### config.mk
export PLATFORM = sky130hd
export DESIGN_NAME = alu_sequencer_flat
export DESIGN_NICKNAME = d
export VERILOG_FILES = /design/src/rtl/alu_sequencer_if.sv /design/src/rtl/alu_sequencer.sv /design/src/flat_wrapper.sv
export SDC_FILE = /design/constraint.sdc
export NUM_CORES = 1
export LEC_CHECK = 0
export CORE_UTILIZATION = 54
export CTS_CLUSTER_DIAMETER = 200
export DETAILED_ROUTE_END_ITERATION = 8
export GPL_ROUTABILITY_DRIVEN = 0
export GPL_TIMING_DRIVEN = 0
export PLACE_DENSITY = 0.78
export SYNTH_ARGS = -nofsm -noshare
export SYNTH_HDL_FRONTEND = slang
export SYNTH_SLANG_ARGS = --single-unit
### constraint.sdc
create_clock -name clk -period 1.9 [get_ports clk]
set_input_delay 0.19 -clock clk [delete_from_list [all_inputs] [get_ports clk]]
set_output_delay 0.19 -clock clk [all_outputs]
set_load 0.01 [all_outputs]
### src/rtl/alu_sequencer_if.sv
`default_nettype none
// ============================================================================
// Module   : alu_sequencer_if
// Purpose  : Request/result bundle between an issuer (master) and the
//            alu_sequencer execution stage (slave).
// Revision : 1.0  initial release
// ============================================================================
interface alu_sequencer_if #(
    parameter int MAX_WIDTH = 8
);
    logic                 start;
    logic [3:0]           op;
    logic [MAX_WIDTH-1:0] dataa;
    logic [MAX_WIDTH-1:0] datab;
    logic [MAX_WIDTH-1:0] result;
    logic                 carry;
    logic                 enaf;
    logic                 done;
    logic                 busy;

    // Issuer side: drives the request, observes the result
    modport master (
        output start, op, dataa, datab,
        input  result, carry, enaf, done, busy
    );

    // Execution-stage side
    modport slave (
        input  start, op, dataa, datab,
        output result, carry, enaf, done, busy
    );
endinterface
`default_nettype wire

### src/rtl/alu_sequencer.sv
`default_nettype none
// ============================================================================
// Module   : alu_sequencer
// Purpose  : ALU execution stage feeding the flag register. Single-cycle
//            arithmetic/logic ops, iterative shifts (one bit per clock) and a
//            shift-add unsigned multiply (one step per clock).
// Options  : ALU_ROTATE_EN - when defined, op 11 ROL / op 12 ROR run through
//            the SHIFT state; otherwise they behave as reserved opcodes.
// Revision : 1.0  initial release
// ============================================================================
module alu_sequencer #(
    parameter int MAX_WIDTH = 8
) (
    input  wire              clk,
    input  wire              rst,     // asynchronous, active-low
    alu_sequencer_if.slave   bus
);
    localparam int CNT_W = $clog2(MAX_WIDTH);

    localparam logic [3:0] c_OP_PASS = 4'd0;
    localparam logic [3:0] c_OP_ADD  = 4'd1;
    localparam logic [3:0] c_OP_SUB  = 4'd2;
    localparam logic [3:0] c_OP_AND  = 4'd3;
    localparam logic [3:0] c_OP_OR   = 4'd4;
    localparam logic [3:0] c_OP_XOR  = 4'd5;
    localparam logic [3:0] c_OP_NOT  = 4'd6;
    localparam logic [3:0] c_OP_INC  = 4'd7;
    localparam logic [3:0] c_OP_SHL  = 4'd8;
    localparam logic [3:0] c_OP_SHR  = 4'd9;
    localparam logic [3:0] c_OP_MUL  = 4'd10;
`ifdef ALU_ROTATE_EN
    localparam logic [3:0] c_OP_ROL  = 4'd11;
    localparam logic [3:0] c_OP_ROR  = 4'd12;
`endif

    typedef enum logic [1:0] {
        S_IDLE  = 2'd0,
        S_SHIFT = 2'd1,
        S_MUL   = 2'd2
    } state_t;

    state_t                 state_q, state_d;
    logic [3:0]             op_q, op_d;
    logic [MAX_WIDTH-1:0]   sh_q, sh_d;        // value being shifted/rotated
    logic [CNT_W-1:0]       cnt_q, cnt_d;      // remaining steps minus one
    logic [MAX_WIDTH-1:0]   mcand_q, mcand_d;
    logic [2*MAX_WIDTH-1:0] prod_q, prod_d;    // {partial high, multiplier/low}
    logic [MAX_WIDTH-1:0]   result_q, result_d;
    logic                   carry_q, carry_d;
    logic                   done_q, done_d;

    logic [MAX_WIDTH:0]     w_sum, w_diff, w_inc, w_mul_add;
    logic [MAX_WIDTH-1:0]   w_alu_res, w_sh_next;
    logic                   w_alu_c, w_sh_out, w_is_shift;
    logic [CNT_W-1:0]       w_cnt_in;
    logic [2*MAX_WIDTH-1:0] w_prod_next;

    assign w_sum    = {1'b0, bus.dataa} + {1'b0, bus.datab};
    assign w_diff   = {1'b0, bus.dataa} - {1'b0, bus.datab};
    assign w_inc    = {1'b0, bus.dataa} + (MAX_WIDTH+1)'(1);
    assign w_cnt_in = bus.datab[CNT_W-1:0];

    // One shift-add step: conditionally add multiplicand to the high half,
    // then shift the whole product right, keeping the add's carry bit.
    assign w_mul_add   = {1'b0, prod_q[2*MAX_WIDTH-1:MAX_WIDTH]}
                       + {1'b0, (prod_q[0] ? mcand_q : {MAX_WIDTH{1'b0}})};
    assign w_prod_next = {w_mul_add, prod_q[MAX_WIDTH-1:1]};

    // Single-cycle result; shifts with count 0 and reserved ops fall to PASS
    always_comb begin
        w_alu_res  = bus.dataa;
        w_alu_c    = 1'b0;
        w_is_shift = 1'b0;
        case (bus.op)
            c_OP_ADD: {w_alu_c, w_alu_res} = w_sum;
            c_OP_SUB: begin
                w_alu_res = w_diff[MAX_WIDTH-1:0];
                w_alu_c   = ~w_diff[MAX_WIDTH];   // 1 = no borrow
            end
            c_OP_AND: w_alu_res = bus.dataa & bus.datab;
            c_OP_OR:  w_alu_res = bus.dataa | bus.datab;
            c_OP_XOR: w_alu_res = bus.dataa ^ bus.datab;
            c_OP_NOT: w_alu_res = ~bus.dataa;
            c_OP_INC: {w_alu_c, w_alu_res} = w_inc;
            c_OP_SHL, c_OP_SHR: w_is_shift = 1'b1;
`ifdef ALU_ROTATE_EN
            c_OP_ROL, c_OP_ROR: w_is_shift = 1'b1;
`endif
            default: ;
        endcase
    end

    // One shift/rotate step on the latched value, with the bit moved out
    always_comb begin
        w_sh_next = {sh_q[MAX_WIDTH-2:0], 1'b0};
        w_sh_out  = sh_q[MAX_WIDTH-1];
        case (op_q)
            c_OP_SHR: begin
                w_sh_next = {1'b0, sh_q[MAX_WIDTH-1:1]};
                w_sh_out  = sh_q[0];
            end
`ifdef ALU_ROTATE_EN
            c_OP_ROL: w_sh_next = {sh_q[MAX_WIDTH-2:0], sh_q[MAX_WIDTH-1]};
            c_OP_ROR: begin
                w_sh_next = {sh_q[0], sh_q[MAX_WIDTH-1:1]};
                w_sh_out  = sh_q[0];
            end
`endif
            default: ;
        endcase
    end

    // Next-state and datapath control; outputs only move at completion
    always_comb begin
        state_d  = state_q;
        op_d     = op_q;
        sh_d     = sh_q;
        cnt_d    = cnt_q;
        mcand_d  = mcand_q;
        prod_d   = prod_q;
        result_d = result_q;
        carry_d  = carry_q;
        done_d   = 1'b0;
        case (state_q)
            S_IDLE: begin
                if (bus.start) begin
                    op_d = bus.op;
                    if (w_is_shift && (w_cnt_in != '0)) begin
                        state_d = S_SHIFT;
                        sh_d    = bus.dataa;
                        cnt_d   = w_cnt_in - CNT_W'(1);
                    end else if (bus.op == c_OP_MUL) begin
                        state_d = S_MUL;
                        mcand_d = bus.dataa;
                        prod_d  = {{MAX_WIDTH{1'b0}}, bus.datab};
                        cnt_d   = CNT_W'(MAX_WIDTH-1);
                    end else begin
                        result_d = w_alu_res;
                        carry_d  = w_alu_c;
                        done_d   = 1'b1;
                    end
                end
            end
            S_SHIFT: begin
                sh_d  = w_sh_next;
                cnt_d = cnt_q - CNT_W'(1);
                if (cnt_q == '0) begin
                    result_d = w_sh_next;
                    carry_d  = w_sh_out;
                    done_d   = 1'b1;
                    state_d  = S_IDLE;
                end
            end
            S_MUL: begin
                prod_d = w_prod_next;
                cnt_d  = cnt_q - CNT_W'(1);
                if (cnt_q == '0) begin
                    result_d = w_prod_next[MAX_WIDTH-1:0];
                    carry_d  = |w_prod_next[2*MAX_WIDTH-1:MAX_WIDTH];
                    done_d   = 1'b1;
                    state_d  = S_IDLE;
                end
            end
            default: state_d = S_IDLE;
        endcase
    end

    // State and datapath registers; reset aborts any operation in flight
    always_ff @(posedge clk or negedge rst) begin
        if (!rst) begin
            state_q  <= S_IDLE;
            op_q     <= '0;
            sh_q     <= '0;
            cnt_q    <= '0;
            mcand_q  <= '0;
            prod_q   <= '0;
            result_q <= '0;
            carry_q  <= 1'b0;
            done_q   <= 1'b0;
        end else begin
            state_q  <= state_d;
            op_q     <= op_d;
            sh_q     <= sh_d;
            cnt_q    <= cnt_d;
            mcand_q  <= mcand_d;
            prod_q   <= prod_d;
            result_q <= result_d;
            carry_q  <= carry_d;
            done_q   <= done_d;
        end
    end

    assign bus.result = result_q;
    assign bus.carry  = carry_q;
    assign bus.done   = done_q;
    assign bus.enaf   = done_q;
    assign bus.busy   = (state_q != S_IDLE);

endmodule
`default_nettype wire

### src/flat_wrapper.sv
// flat-port wrapper written by rule: the top's interface ports become plain ports
module alu_sequencer_flat 
#(
    parameter int MAX_WIDTH = 8
)
  (clk, rst, bus_start, bus_op, bus_dataa, bus_datab, bus_result, bus_carry, bus_enaf, bus_done, bus_busy);
  alu_sequencer_if #(.MAX_WIDTH(MAX_WIDTH)) bus_i ();
  input  wire clk;
  input  wire rst;
  input wire logic [$bits(bus_i.start)-1:0] bus_start;
  input wire logic [$bits(bus_i.op)-1:0] bus_op;
  input wire logic [$bits(bus_i.dataa)-1:0] bus_dataa;
  input wire logic [$bits(bus_i.datab)-1:0] bus_datab;
  output wire logic [$bits(bus_i.result)-1:0] bus_result;
  output wire logic [$bits(bus_i.carry)-1:0] bus_carry;
  output wire logic [$bits(bus_i.enaf)-1:0] bus_enaf;
  output wire logic [$bits(bus_i.done)-1:0] bus_done;
  output wire logic [$bits(bus_i.busy)-1:0] bus_busy;
  assign bus_i.start = bus_start;
  assign bus_i.op = bus_op;
  assign bus_i.dataa = bus_dataa;
  assign bus_i.datab = bus_datab;
  assign bus_result = bus_i.result;
  assign bus_carry = bus_i.carry;
  assign bus_enaf = bus_i.enaf;
  assign bus_done = bus_i.done;
  assign bus_busy = bus_i.busy;
  alu_sequencer #(.MAX_WIDTH(MAX_WIDTH)) u_core (.clk(clk), .rst(rst), .bus(bus_i));
endmodule
---- Word level (Yosys, flattened, before mapping) ----
Cells that the tools add are included.
word-level totals
  input bits .............................. 23
  output and inout bits ................... 12
  logic and storage cells ................. 101
  flip-flop bits (word level) ............. 51
operators by class
  reduce and logical (&&, ||, !) cells .... 19
  bitwise operators ....................... 6
  multiplexer cells ....................... 39
  equality and inequality tests ........... 22
  add/subtract/negate cells ............... 6
operators by type and width
  operator               count
  $mux W8                9
  $pmux W8 S7            1
  $mux W16               3
  $pmux W16 S2           1
  $pmux W8 S3            1
  $add A8 B8 Y9          2
  $eq A4 B3 Y1 const B   4
  $eq A4 B4 Y1 const B   4
  $pmux W8 S2            1
  $mux W1                11
  $ne A2 B1 Y1 const B   5
  $add A8 B1 Y9 const B  1
  $mux W3                3
  $reduce_and A3 Y1      3
  $sub A8 B8 Y9          1
  $and A8 B8 Y8          1
  $eq A4 B2 Y1 const B   2
  $mux W2                4
  $not A8 Y8             1
  $or A8 B8 Y8           1
  $reduce_and A4 Y1      2
  $reduce_bool A2 Y1     4
  $reduce_or A8 Y1       1
  $xor A8 B8 Y8          1
  18 further kinds       25

---- Logic depth before layout (Yosys ltp) ----
Gate-level depths: netlist (run 1).
  depth after elaboration ................. 7
  mapped depth ............................ 10
  mapped depth without buffers ............ 10

---- Worst setup path before layout (run 1) ----
No wires, ideal clock.
  path type ............................... flip-flop to flip-flop
  start point ............................. register u_core.prod_q[0]
  end point ............................... register u_core.carry_q (netlist: u_core.bus.carry)
  clock period less this slack ............ 2051 ps
  path slack .............................. -151 ps
  arrival time ............................ 1920 ps
  cell stages (with the launch flop) ...... 11
  library setup time ...................... 131 ps
  cell sequence ........................... dfrtp_1 and2_1 ha_1 inv_1 fa_1 nor2b_1 nor3_1 a2bb2oi_1 a211oi_1 a41o_1 nand3_1
on the way
  longest elaborated chain between the ends .. 5
ends and longest elaborated chain
  element                   RTL line              text
  start: declaration        alu_sequencer.sv:47   logic [2*MAX_WIDTH-1:0] prod_q, prod_d;
  start signal: assignment  alu_sequencer.sv:186  prod_q <= prod_d;
  $mux W8                   alu_sequencer.sv:66   + {1'b0, (prod_q[0] ? mcand_q : {MAX_WIDTH{1'b0}})};
  $add A8 B8 Y9             alu_sequencer.sv:66
  $reduce_or A8 Y1          alu_sequencer.sv:159  carry_d = |w_prod_next[2*MAX_WIDTH-1:MAX_WIDTH];
  $mux W1                   alu_sequencer.sv:157  if (cnt_q == '0) begin
  $pmux W1 S3               alu_sequencer.sv:124  case (state_q)
  end signal: assignment    alu_sequencer.sv:188  carry_q <= carry_d;
  end: declaration          alu_sequencer.sv:49   logic carry_q, carry_d;
No other way between the ends. The select of a mux whose other input is x is not followed.
A chain may end at the register's enable or synchronous reset.

---- Worst setup path after layout (run 1) ----
Same ends and word-level chain as after synthesis.

==> flow_summary_export.csv, run 1 <==
group,metric,value,unit
outcome,status,"finished, violations left",
outcome,violations,"negative setup slack",
logic_synthesis,synth_cells,550,
power,internal_power,3.81,mW
timing,fin_setup_tns,-0.292,ns
timing,fin_crit_sh,112,%
logic_synthesis,synthAdderAreaFrac,13.0,%
timing,rsz0062_at_grt,"true",
power,ir_worst_vdd,0.573,mV
clock_network,htreeDepth,2,
layout,final_cell_mix,"nand2_1, dfrtp_1, buf_4, o21ai_0",
power,clkPwrFrac,9.5,%
detailed_routing,viasPerCell,6.56,
layout,final_core_util,73.1,%
detailed_routing,drc,0,
logic_synthesis,synth_compound_area_share,26.1,%
clock_network,cts_root_buffer,"clkbuf_8",
global_route,grt_overflow_total,0,
logic_synthesis,synth-seq-cells,51,
detailed_routing,top_layer_used,"met4",
logic_synthesis,synth_top_family_by_area,"compound AO/OA/AOI/OAI gates",
logic_synthesis,async_reset_ff_share,100,%
timing,setup_viol,6,
clock_network,clock-sinks,51,
floorplan,die_x,94.2,µm
timing,finalClockSkew,0.0132,ns
timing,worst_pin_slew,0.598,ns
critical_path,endpoint_kind,"flip-flop",
detailed_routing,via_count,4828,
clock_network,clock_latency,0.32,ns
power,p_per_area,1120,mW/mm²
critical_path,required,2.08,ns
logic_synthesis,yosysWarnings,0,
place,hpwl,10100,µm
logic_synthesis,syn_area_per_cell,8.34,µm²
logic_synthesis,syn_nets,619,
detailed_routing,met2_length,7270,µm
detailed_routing,postRouteAntennaNets,0,
layout,fin_cells,736,
logic_synthesis,synth_area_leaders,"dfrtp_1, ha_1, o21ai_0",
power,pwr-share-comb,63.5,%
critical_path,ff2ff_setup_slack,-0.22,ns
power,p_seq_share,27.1,%
layout,n_antenna_cell,0,
layout,layout_commonest_cell,"nand2_1",
floorplan,io_pins,35,
critical_path,worst_ep_arrival_time,2.30,ns
clock_network,cts_tree,"yes",
layout,drive_gt1_share,30.7,%
place,port_buffers,34,
logic_synthesis,synth.distinct_cells,72,
clock_network,cts_buffer_depth,2,
detailed_routing,initialDrtViolationCount,672,
power,leakage,2.55,nW
critical_path,worstPathMaxFanout,7,
timing,max_slew_margin,59.1,%
logic_synthesis,yosysSeqAreaShare,27.8,%
critical_path,startpoint_type,"flip-flop",
timing,finalCriticalPeriod,2.12,ns
place,dpl-instance-area,0.00509,mm²
detailed_routing,met1Wirelength,5920,µm
timing,hold_viol,0,
run,cap_viol_max_count,0,
floorplan,core_area,0.00822,mm²
critical_path,crit_type,"reg -> reg",
power,switching_power,2.92,mW
layout,fin_nets,699,
detailed_routing,post_drt_wl_per_cell,20.7,µm
global_route,antenna_found_initial,0,
place,placedCellCount,690,
floorplan,die_h,94.2,µm
logic_synthesis,synth_enable_flop_cells,0,
detailed_routing,dr.pass1.iters,6,
logic_synthesis,synthFlopType,"dfrtp_1",
logic_synthesis,yosys.area.top_type,"dfrtp_1",
timing,max_freq,0.472,GHz
layout,post-route-cell-area,0.00601,mm²
detailed_routing,wl_met3,1260,µm
power,p_total,6.73,mW
logic_synthesis,yosys.area_share.simple,20.2,%
clock_network,cts_made_buffers,5,
global_route,grt_max_degree,29,
floorplan,die_area,0.00886,mm²
detailed_routing,wl,15200,µm
logic_synthesis,synthesis.area,0.00459,mm²
power,netSwitchingFraction,43.4,%
critical_path,startpoint,"u_core.prod_q[0]",
timing,fin_ws,-0.219,ns
floorplan,initial_core_util,55.8,%
global_route,grt_pass1_vias,4673,
critical_path,critPathCapture,"u_core.bus.carry",
critical_path,reg2reg_from,"u_core.prod_q[0]",
timing,slew_violations,0,
hold_path,hp-class,"in -> reg",
logic_synthesis,synthMuxAreaShare,3.25,%
global_route,grt_usage,34.0,%
logic_synthesis,yosys.area.top_type_share,27.8,%
layout,syn2layout_area_growth,31.0,%
critical_path,r2r-end,"u_core.bus.carry",
floorplan,row_count,33,
clock_network,clkTransAtPathRegs,0.10,ns
critical_path,reg2reg_depth,9,
logic_synthesis,synth-xor-area-share,2.10,%
global_route,grt_pass1_wl,23300,µm
[Yosys cell counts, types with 5 or more instances]
library cell / instances
nor3_1: 9
nand2b_1: 10
buf_6: 7
nor2_1: 27
o22ai_1: 7
mux2i_1: 7
dfrtp_1: 51
a31oi_1: 14
and2_1: 9
buf_4: 5
mux2_2: 7
clkbuf_1: 10
buf_2: 10
xnor2_1: 8
nand2_1: 69
o21a_1: 12
a21oi_1: 27
nor2b_1: 11
a21o_1: 6
o211ai_1: 8
inv_1: 35
ha_1: 43
o21ai_0: 52
and3_1: 5
nand3_1: 13
[repair_timing]
item | 4_1_cts | 5_1_grt
pin swaps | 17 | 31
cloned | 1 | 1
buffers inserted | 28 | 12
endpoints found under the setup margin | 39 | 33
resized for setup | 120 | 76
endpoints found under the hold margin | 23 | 0
hold buffers | 1 | 0
[state kept, by name, indices dropped and copies added, names as in the netlist]
signal and flops:
u_core.bus.result 8, u_core.mcand_q 8, u_core.bus.carry 1, u_core.op_q 4, u_core.prod_q 16, u_core.bus.done 1, u_core.sh_q 8, u_core.state_q 2
u_core.cnt_q 3
[power groups by stage]
stage	Clock (mW)	Sequential, mW	Combinational [mW]
global route	0.695	1.86	4.56
detailed placement	0	1.82	3.08
finish	0.639	1.82	4.27
global placement	0	1.79	3.02
CTS	0.637	1.80	3.64
floorplan	0	1.79	2.04
[kinds of logic after synthesis]
group | Yosys count
AO/OA/AOI/OAI | 179
multiplexers | 14
AND/OR/NAND/NOR | 181
adder cells (fa/ha/maj) | 46
buffers and inverters | 68
flip-flops | 51
XOR/XNOR | 11
[stage by stage]
step	hold WS (ns)	setup WS (ns)
global route	0.313	-0.342
floorplan	-0.106	-0.104
global placement	0.454	-1.03
CTS	0.278	-0.318
finish	0.267	-0.219
detailed placement	0.231	-1.06
[worst max-delay path, cell delays in order (launching register included)]
cell and delay [ns]:
dfrtp_2 0.43, and2_4 0.17, ha_4 0.12, inv_2 0.03
fa_2 0.53, nor2b_1 0.16, o221ai_2 0.12, a211oi_2 0.15
a41o_1 0.21, nand3_1 0.07
[metal layers]
metal | global-route usage, % | vias up
met2 | 56.8 | 356
li1 | - | 2132
met1 | 42.4 | 2255
met3 | 4.29 | 85
met4 | 17.9 | 0
met5 | 0 | -
[how the worst min path moves through the flow]
stage / startpoint / to / slack, ns / depth (start not counted)
final: bus_datab[0] / u_core.cnt_q[0] / 0.27 / 4
after CTS: bus_dataa[1] / u_core.sh_q[1] / 0.28 / 3
after floorplan: rst / u_core.bus.carry / -0.11 / 0
after detailed placement: rst / u_core.mcand_q[1] / 0.23 / 1
after global routing: bus_datab[0] / u_core.cnt_q[0] / 0.31 / 4
after global placement: u_core.mcand_q[4] / u_core.mcand_q[4] / 0.45 / 2
[cell type report]
class | count | area [µm²]
Inverter | 35 | 149
Buffer | 28 | 234
Timing Repair Buffer | 78 | 684
Clock inverter | 2 | 12.5
Fill cell | 578 | 2210
Sequential cell | 51 | 1280
Clock buffer | 6 | 72.6
Multi-Input combinational cell | 431 | 3450
Tap cell | 105 | 131
Power figures use the tool's default switching activity.
==> run 2, diff against run 1 <==
--- a/config.mk
+++ b/config.mk
@@ -7,10 +7,12 @@
 export LEC_CHECK = 0
 export CORE_UTILIZATION = 54
 export CTS_CLUSTER_DIAMETER = 200
+export CTS_CLUSTER_SIZE = 16
 export DETAILED_ROUTE_END_ITERATION = 8
 export GPL_ROUTABILITY_DRIVEN = 0
 export GPL_TIMING_DRIVEN = 0
 export PLACE_DENSITY = 0.78
+export SKIP_CTS_REPAIR_TIMING = 1
 export SYNTH_ARGS = -nofsm -noshare
 export SYNTH_HDL_FRONTEND = slang
 export SYNTH_SLANG_ARGS = --single-unit
==> run 2 against run 1 <==
The flow still finishes with violations (negative setup slack). Via count increased by 0.97%. Wire length decreased by 1.7%. Sequential share of layout area about the same. Non-clock buffer count decreased by 6. Count of clock-buffer cells in the layout unchanged. Final cell count decreased by 0.82%.
==> flow_summary_export.csv, run 2 (synthesis results as in run 1) <==
group,metric,value,unit
outcome,status,"finished, violations left",
outcome,violations,"negative setup slack",
floorplan,die_area,0.00886,mm²
layout,syn2layout_area_growth,31.2,%
detailed_routing,post_drt_wl_per_cell,20.5,µm
layout,register_area,0.00128,mm²
critical_path,worst_ep_arrival_time,2.44,ns
layout,layout_commonest_cell,"nand2_1",
clock_network,cts_root_buffer,"clkbuf_8",
detailed_routing,via_count,4875,
detailed_routing,drc,0,
layout,multi_input_area,0.00345,mm²
layout,fin_cells,730,
timing,slew_violations,0,
timing,finalCriticalPeriod,2.26,ns
power,ir_worst_vdd,0.451,mV
critical_path,startpoint_type,"flip-flop",
global_route,grt_pass1_vias,4405,
critical_path,cpLargestDelayFamily,"adder cells",
global_route,grt_usage,31.4,%
global_route,grt_pass1_wl,21500,µm
critical_path,cp_cell_sequence,"and2_4 > ha_4 > inv_2 > fa_2 > nor2b_1 > o221ai_1 > a211oi_1 > a41o_1 > nand3_1",
critical_path,critPathMaxStageDelay,0.57,ns
detailed_routing,postRouteAntennaNets,0,
detailed_routing,dr.pass1.iters,6,
layout,largest_register_ff_count,16,
layout,final_cell_mix,"nand2_1, dfrtp_1, buf_4, o21ai_0, ha_1",
timing,fin_crit_sh,119,%
critical_path,endpoint_kind,"flip-flop",
power,leakage,2.61,nW
floorplan,row_count,33,
floorplan,initial_core_util,55.8,%
timing,fin_setup_tns,-0.888,ns
timing,hold_viol,0,
clock_network,htreeDepth,2,
place,placedCellCount,690,
floorplan,io_pins,35,
layout,n_antenna_cell,0,
timing,fin_ws,-0.356,ns
floorplan,core_area,0.00822,mm²
timing,max_freq,0.443,GHz
global_route,grt_overflow_total,0,
clock_network,clock_latency,0.32,ns
clock_network,clkTransAtPathRegs,0.11,ns
layout,drive_gt1_share,29.3,%
layout,nFillCells,582,
timing,finalClockSkew,0.0163,ns
floorplan,die_h,94.2,µm
detailed_routing,initialDrtViolationCount,565,
global_route,grt_max_degree,29,
clock_network,cts_buffer_depth,2,
layout,regMostFlops,"u_core.prod_q",
floorplan,die_x,94.2,µm
layout,fin_nets,693,
place,hpwl,10100,µm
clock_network,cts_tree,"yes",
clock_network,clock-sinks,51,
detailed_routing,wl,15000,µm
critical_path,worstPathMaxFanout,5,
run,cap_viol_max_count,0,
critical_path,required,2.09,ns
place,port_buffers,34,
power,p_per_area,1070,mW/mm²
timing,max_slew_margin,48.1,%
critical_path,cpMaxStageDelayCell,"fa_2",
clock_network,cts_made_buffers,5,
critical_path,crit_buf_inv,1,
timing,worst_pin_slew,0.777,ns
detailed_routing,viasPerCell,6.68,
timing,whs,0.231,ns
hold_path,hp-class,"in -> reg",
timing,rsz0062_at_grt,"true",
timing,setup_viol,7,
global_route,antenna_found_initial,0,
critical_path,crit_type,"reg -> reg",
-- run 2: area by class of cell --
cell class / instances / area share (%)
Multi-Input combinational cell: 431 / 57.4
Sequential cell: 51 / 21.2
Timing Repair Buffer: 72 / 11.2
Buffer: 28 / 4.10
Inverter: 35 / 2.47
Tap cell: 105 / 2.18
Clock buffer: 6 / 1.21
Clock inverter: 2 / 0.208
-- run 2: worst paths after layout --
check / startpoint / slack, ns / to / depth (start not counted)
max in group asynchronous: rst / 0.91 / u_core.bus.result[7] / 3
min in group asynchronous: rst / 0.41 / u_core.state_q[1] / 2
min: bus_dataa[1] / 0.23 / u_core.sh_q[1] / 3
max reg2reg: u_core.prod_q[0] / -0.36 / u_core.bus.carry / 9
min reg2reg: u_core.mcand_q[4] / 0.48 / u_core.mcand_q[4] / 2
max: u_core.prod_q[0] / -0.36 / u_core.bus.carry / 9
-- run 2: metrics by stage --
stage | total power, mW | cell area, µm² | utilization (%) | worst slack [ns]
2_1_floorplan | 3.83 | 4610 | - | -0.104
3_3_place_gp | 4.80 | 5080 | 61.8 | -1.03
3_5_place_dp | 4.90 | 5090 | 62.0 | -1.06
4_1_cts | 5.54 | 5180 | 63.0 | -0.761
5_1_grt | 6.78 | 6020 | 73.2 | -0.483
6_report | 6.41 | 6020 | 73.2 | -0.356
-- run 2: worst reg2reg max path: cells and delay by family (launching register included) --
kind                       cells  cell delay (ns)
adders and majority gates      2             0.70
buffers and inverters          1             0.04
and+or+nand+nor                3             0.36
AOI/OAI and AO/OA              3             0.61
DFF                            1             0.43
-- run 2: report_power, final --
part / total (mW) / internal (mW) / switching (mW)
combinational: 3.95 / 1.82 / 2.13
sequential: 1.82 / 1.53 / 0.291
clock: 0.640 / 0.259 / 0.381
total: 6.41 / 3.61 / 2.80
-- run 2: layer usage --
metal,vias up,GRT usage (%),wire [µm]
met1,2296,41.0,5860
li1,2136,-,-
met5,-,0,0
met4,0,15.6,767
met3,94,4.05,1300
met2,349,50.8,7050
